===== src/rtl/pipe_skid_reg.sv =====
// pipe_skid_reg: pipeline stage register with ready/valid on both sides.
// A main register drives the downstream payload and a skid register absorbs
// the one extra beat that can arrive while downstream stalls, so in_ready is
// decoded purely from registered state (no ready-to-ready combinational path).
// Also provides synchronous flush and a saturating stall counter.

module pipe_skid_reg #(
  parameter int unsigned              DATA_W     = 64,
  parameter logic [DATA_W-1:0]        RESET_DATA = {DATA_W{1'b0}},
  parameter int unsigned              CNT_W      = 16
) (
  input  logic              clk,
  input  logic              rst,
  input  logic              in_valid,
  output logic              in_ready,
  input  logic [DATA_W-1:0] in_data,
  output logic              out_valid,
  input  logic              out_ready,
  output logic [DATA_W-1:0] out_data,
  input  logic              flush,
  output logic [CNT_W-1:0]  stall_cnt
);

  // EMPTY: main invalid; BUSY: main valid, skid empty; FULL: both valid.
  // Skid is never valid while main is invalid, so three states suffice.
  typedef enum logic [1:0] {
    ST_EMPTY = 2'd0,
    ST_BUSY  = 2'd1,
    ST_FULL  = 2'd2
  } state_e;

  localparam logic [CNT_W-1:0] CNT_MAX = {CNT_W{1'b1}};
  localparam logic [CNT_W-1:0] CNT_ONE = CNT_W'(1);

  state_e              state_r;
  logic [DATA_W-1:0]   main_data_r;
  logic [DATA_W-1:0]   skid_data_r;
  logic                out_valid_r;
  logic                in_ready_r;
  logic [CNT_W-1:0]    stall_cnt_r;

  logic                accept_s;
  logic                drain_s;
  logic                stall_s;

  // Handshake qualifiers, built only from registered ready/valid.
  always_comb begin
    accept_s = in_valid & in_ready_r;
    drain_s  = out_valid_r & out_ready;
    stall_s  = out_valid_r & ~out_ready;
  end

  // Stage FSM: state, payload registers and the registered ready/valid flags.
  always_ff @(posedge clk or posedge rst) begin
    if (rst) begin
      state_r     <= ST_EMPTY;
      main_data_r <= RESET_DATA;
      skid_data_r <= RESET_DATA;
      out_valid_r <= 1'b0;
      in_ready_r  <= 1'b1;
    end else if (flush) begin
      // Flush wins over any handshake; an incoming beat is dropped.
      state_r     <= ST_EMPTY;
      main_data_r <= RESET_DATA;
      skid_data_r <= RESET_DATA;
      out_valid_r <= 1'b0;
      in_ready_r  <= 1'b1;
    end else begin
      case (state_r)
        ST_EMPTY: begin
          if (accept_s) begin
            main_data_r <= in_data;
            state_r     <= ST_BUSY;
            out_valid_r <= 1'b1;
            in_ready_r  <= 1'b1;
          end else begin
            // Main keeps the last drained value; consumers qualify with valid.
            state_r <= ST_EMPTY;
          end
        end
        ST_BUSY: begin
          if (accept_s && drain_s) begin
            main_data_r <= in_data;
            state_r     <= ST_BUSY;
          end else if (accept_s) begin
            // Downstream stalled while a new beat arrived: park it in skid.
            skid_data_r <= in_data;
            state_r     <= ST_FULL;
            in_ready_r  <= 1'b0;
          end else if (drain_s) begin
            state_r     <= ST_EMPTY;
            out_valid_r <= 1'b0;
          end else begin
            state_r <= ST_BUSY;
          end
        end
        ST_FULL: begin
          if (drain_s) begin
            // Oldest beat left; promote the skid entry to the main register.
            main_data_r <= skid_data_r;
            state_r     <= ST_BUSY;
            in_ready_r  <= 1'b1;
          end else begin
            state_r <= ST_FULL;
          end
        end
        default: begin
          state_r     <= ST_EMPTY;
          out_valid_r <= 1'b0;
          in_ready_r  <= 1'b1;
        end
      endcase
    end
  end

  // Saturating count of cycles where a valid payload is held back downstream.
  always_ff @(posedge clk or posedge rst) begin
    if (rst) begin
      stall_cnt_r <= {CNT_W{1'b0}};
    end else if (stall_s && (stall_cnt_r != CNT_MAX)) begin
      stall_cnt_r <= stall_cnt_r + CNT_ONE;
    end else begin
      stall_cnt_r <= stall_cnt_r;
    end
  end

  assign in_ready  = in_ready_r;
  assign out_valid = out_valid_r;
  assign out_data  = main_data_r;
  assign stall_cnt = stall_cnt_r;

endmodule


===== config.mk =====
export PLATFORM = sky130hd
export DESIGN_NAME = pipe_skid_reg
export DESIGN_NICKNAME = d
export VERILOG_FILES = /design/src/rtl/pipe_skid_reg.sv
export SDC_FILE = /design/constraint.sdc
export NUM_CORES = 1
export LEC_CHECK = 0
export CORE_MARGIN = 5
export CORE_UTILIZATION = 51
export DETAILED_ROUTE_END_ITERATION = 8
export GPL_TIMING_DRIVEN = 0
export MAX_ROUTING_LAYER = met4
export PLACE_DENSITY = 0.82
export SYNTH_ARGS = -nofsm -noshare
export SYNTH_HDL_FRONTEND = slang
export SYNTH_SLANG_ARGS = --single-unit

===== constraint.sdc =====
create_clock -name clk -period 9.84 [get_ports clk]
set_input_delay 2.46 -clock clk [delete_from_list [all_inputs] [get_ports clk]]
set_output_delay 2.46 -clock clk [all_outputs]
set_load 0.05 [all_outputs]

==> results by stage <==
Synth:
- The area fraction of the dominant cell type after synthesis is 51.8%.
- In this run the mean area of a mapped cell was 9.73 µm².
- The post-synth net total is 800.
- The synthesized design contains 0 enable-type register cells.
- The number of warning messages in the yosys log is 0.
- After synthesis, the netlist uses 41 different library cells.
- Summed over all instances, the cell type with the most area after synthesis is sky130_fd_sc_hd__dfrtp_1.
- The share of flip-flops with an asynchronous set or reset after synthesis is 100%.
- The number of instances in the synthesized netlist is 730.
- After synthesis the netlist holds a flip-flop and latch count of 148.
- The most used flip-flop cell after synthesis is sky130_fd_sc_hd__dfrtp_1.
- The share of the Yosys chip area taken by registers is 52.2%.
- Sorting the synthesized cells by area gives the leading types as sky130_fd_sc_hd__dfrtp_1 (52%), sky130_fd_sc_hd__nand2_1 (14%), sky130_fd_sc_hd__mux2_4 (13%).
- The netlist area before placement is 0.00710 mm².

GRT:
- Summed over all layers, the global routing overflow is 0.
- The number of global-route vias before repair is 5599.
- The initial antenna violation count is 0.
- Entering global routing, the biggest net connects 80 pins.
- Global routing consumed, over all layers together, 22.7% of the routing resources.
- The global-route wire length before repair is 28600 µm.

Floorplanning:
- From left edge to right edge, the die measures 128 µm.
- The effective utilization at floorplan is 51.6%.
- The die covers 0.0164 mm².
- The number of placement rows is 43.
- 151 I/O pins were placed.
- The floorplan die height is 128 µm.
- After floorplanning, the core was sized to cover 0.0138 mm².

Worst setup path:
- Traced cell by cell, the critical path runs through clkdlybuf4s50_1.
- The critical-path cell with the highest stage delay is sky130_fd_sc_hd__clkdlybuf4s50_1.
- The register-to-register setup slack is 7.69 ns.
- The data required time at the worst endpoint is 7.38 ns.
- STA classifies the critical path endpoint as an output pin.
- Counting cells, the worst reg-to-reg path comes to 6.
- Along the worst path, the maximum fanout reaches 7.
- In this design, the largest share of critical-path delay is due to buffers and inverters.
- The arrival time of the worst setup path is 1.86 ns.
- In this run the critical register-to-register path is launched from state_r[1].
- Together, buffers and inverters on the worst path number 1.
- The maximum single-stage delay on the critical path is 0.85 ns.
- The critical path in this run is classified as reg2out.
- The kind of launch point of the worst setup path is a flop.
- The worst register-to-register path ends at out_data[49].

Power:
- Dividing total power by cell area gives a power density of 202 mW/mm².
- The internal power of the cells totals 1.27 mW.
- The maximum VDD drop is 0.000224 V.
- The power after layout is 1.90 mW.
- In this run, flip-flops and latches consume 37.9% of the power.
- Summed over all cells, the static leakage comes to 4.19 nW.
- Net switching is 32.9% of the power.
- The clock network accounts for 32.3% of the total power.
- The combinational fraction of design power is 29.7%.
- The switching power is 0.626 mW.

Worst hold path:
- The path category of the worst min-delay check is reg2reg.
- The depth of the worst hold-timing path is 1.
- The startpoint of the lowest-slack hold path is stall_cnt[15].
- The endpoint of the worst hold path is stall_cnt[15].

STA:
- Setup repair after global routing left no endpoint under its margin.
- The slew of the pin with the lowest slew margin is 0.697 ns.
- The ratio of final minimum period to clock period is 43.9%.
- Setup slack closes at 5.52 ns.
- In this run the tightest slew margin relative to its limit is 53.1%.
- The maximum frequency from static timing analysis is 232 MHz.
- The number of hold violations in the final report is 0.
- Adding up every negative setup slack in the final design gives 0 ns.
- The final-report max-slew violation count was 0.
- Setup violations remaining at the end of the flow were counted as 0.
- Counting I/O delays and the setup requirement, the final critical path takes 4.32 ns.
- Clock skew on the completed layout was measured at 0.00549 ns.

Final layout:
- The number of antenna diodes in the final layout is 0.
- Registers take 0.00370 mm².
- In the final layout, the multi-input gates occupy 0.00309 mm².
- The share of final-layout standard cells stronger than drive strength 1 is 12.2%.
- The growth of design area from synthesis to finish is 32.4%.
- The end-of-flow core utilization is 68.3%.
- The filler cells instantiated in the layout total 1082.
- After the last flow step, the layout net total stands at 969.

Routing:
- The average wire per cell in the routed design is 16.3 µm.
- The final layout contains routed wiring with a total length of 17800 µm.
- The remaining number of nets flagged by the antenna check after routing is 0.
- The count of routing violations after the opening detailed-route iteration is 627.
- The detailed-router iteration count before antenna repair is 6.
- Across all layers, the routed design uses 5832 vias.
- After detailed routing, the number of remaining DRC violations is 0.
- Using the TritonRoute via totals, the vias-per-cell ratio works out to 5.34.

Status:
- The flow ran to the end, and the final reports show no timing, DRC or antenna violations.

CTS:
- The number of levels the H-tree was split into is 4.
- Clock tree synthesis selected as its root buffer the cell sky130_fd_sc_hd__clkbuf_16.
- The worst-skew pair later-pin latency is 0.42 ns.
- After clock tree synthesis, the repair step resized 0 gates.
- The clock tree from TritonCTS is yes.
- TritonCTS created 17 clock buffers.
- The sink count of the clock tree is 148.
- Buffers added to address setup during post-CTS repair amount to 0.
- The hold buffer count at CTS is 0.
- The longest clock path from root to sink contains 2 buffers.
- The clock-pin slew of the registers on the worst-case setup and hold paths is 0.06 ns.

Placed design:
- The worst slack after detailed placement is 5.36 ns.
- During placement, the flow inserted port buffers numbering 149.
- Detailed placement finished with a half-perimeter wire length of 11800 µm.
- The routability congestion estimate is 0.819.

Flow run:
- The count of maximum capacitance violations is 0.
==> how the worst max path moves through the flow <==
stage,from,to,slack (ns),cells after the start
floorplan,rst,out_data[0],3.40,1
global placement,rst,out_data[16],1.35,2
detailed placement,out_ready,stall_cnt[15],5.36,6
CTS,in_ready,in_ready,5.50,1
global route,in_ready,in_ready,5.47,1
finish,in_ready,in_ready,5.52,1
==> area by class of cell <==
class                           count  share of cell area [%]
Sequential cell                   148                    39.4
Multi-Input combinational cell    529                    32.8
Timing Repair Buffer              150                    16.2
Clock buffer                       28                    5.39
Buffer                             52                    3.27
Tap cell                          180                    2.40
Clock inverter                      4                   0.479
Inverter                            1                  0.0931
==> state kept, by name, summed over array words and instances, names as in the netlist <==
register,count
out_data,64
skid_data_r,64
state_r,2
out_valid,1
stall_cnt,16
in_ready,1
==> cells in the mapped netlist (all sizes together) (3+ instances only) <==
master / count
a21oi: 134
and3: 3
buf: 22
clkbuf: 30
dfrtp: 147
mux2: 66
nand2: 262
nand3: 11
nand3b: 4
nand4: 7
nor2: 5
nor3: 3
or3: 3
xnor2: 7
xor2: 5
==> cells by family (layout without fill, tap and decap cells) <==
group	count (synthesis)	in the layout	synth area share [%]
and+or+nand+nor	309	309	17.9
adders and majority gates	1	1	0.176
muxes	66	66	13.6
AOI/OAI and AO/OA	141	141	10.3
buffers and inverters	53	235	4.39
xor gates and xnor gates	12	12	1.48
DFF	148	148	52.2
==> layer usage <==
layer / track usage [%] / part of all wire (%) / vias up
met5: - / 0 / -
met4: 7.24 / 1.6 / 0
met3: 4.38 / 5.4 / 29
met2: 35.0 / 49 / 196
met1: 30.6 / 44 / 2837
li1: - / - / 2770
==> power groups by stage <==
stage | logic, mW | clock network [mW] | registers [mW]
final | 0.565 | 0.614 | 0.721
after global routing | 0.595 | 0.649 | 0.731
after CTS | 0.569 | 0.622 | 0.721
after detailed placement | 0.565 | 0 | 0.729
after global placement | 0.559 | 0 | 0.728
after floorplan | 0.208 | 0 | 0.897
==> placed cells by master (no fill, tap or decap), drive strengths merged, types with 7 or more instances in the layout <==
master,n
xnor2,7
nand2,262
nand4,7
clkdlybuf4s50,149
mux2,66
buf,23
a21oi,134
dfrtp,147
clkbuf,58
nand3,11
==> through the flow <==
| stage | instance area (µm²) | hold slack (ns) | cells |
|---|---|---|---|
| 2_1_floorplan | 7100 | 0.502 | 730 |
| 5_1_grt | 9400 | 0.519 | 1092 |
| 3_5_place_dp | 8850 | 0.487 | 1060 |
| 3_3_place_gp | 8820 | 0.487 | 1059 |
| 4_1_cts | 9400 | 0.499 | 1092 |
| 6_report | 9400 | 0.498 | 1092 |
No activity file was read; power rests on OpenSTA's default activity.
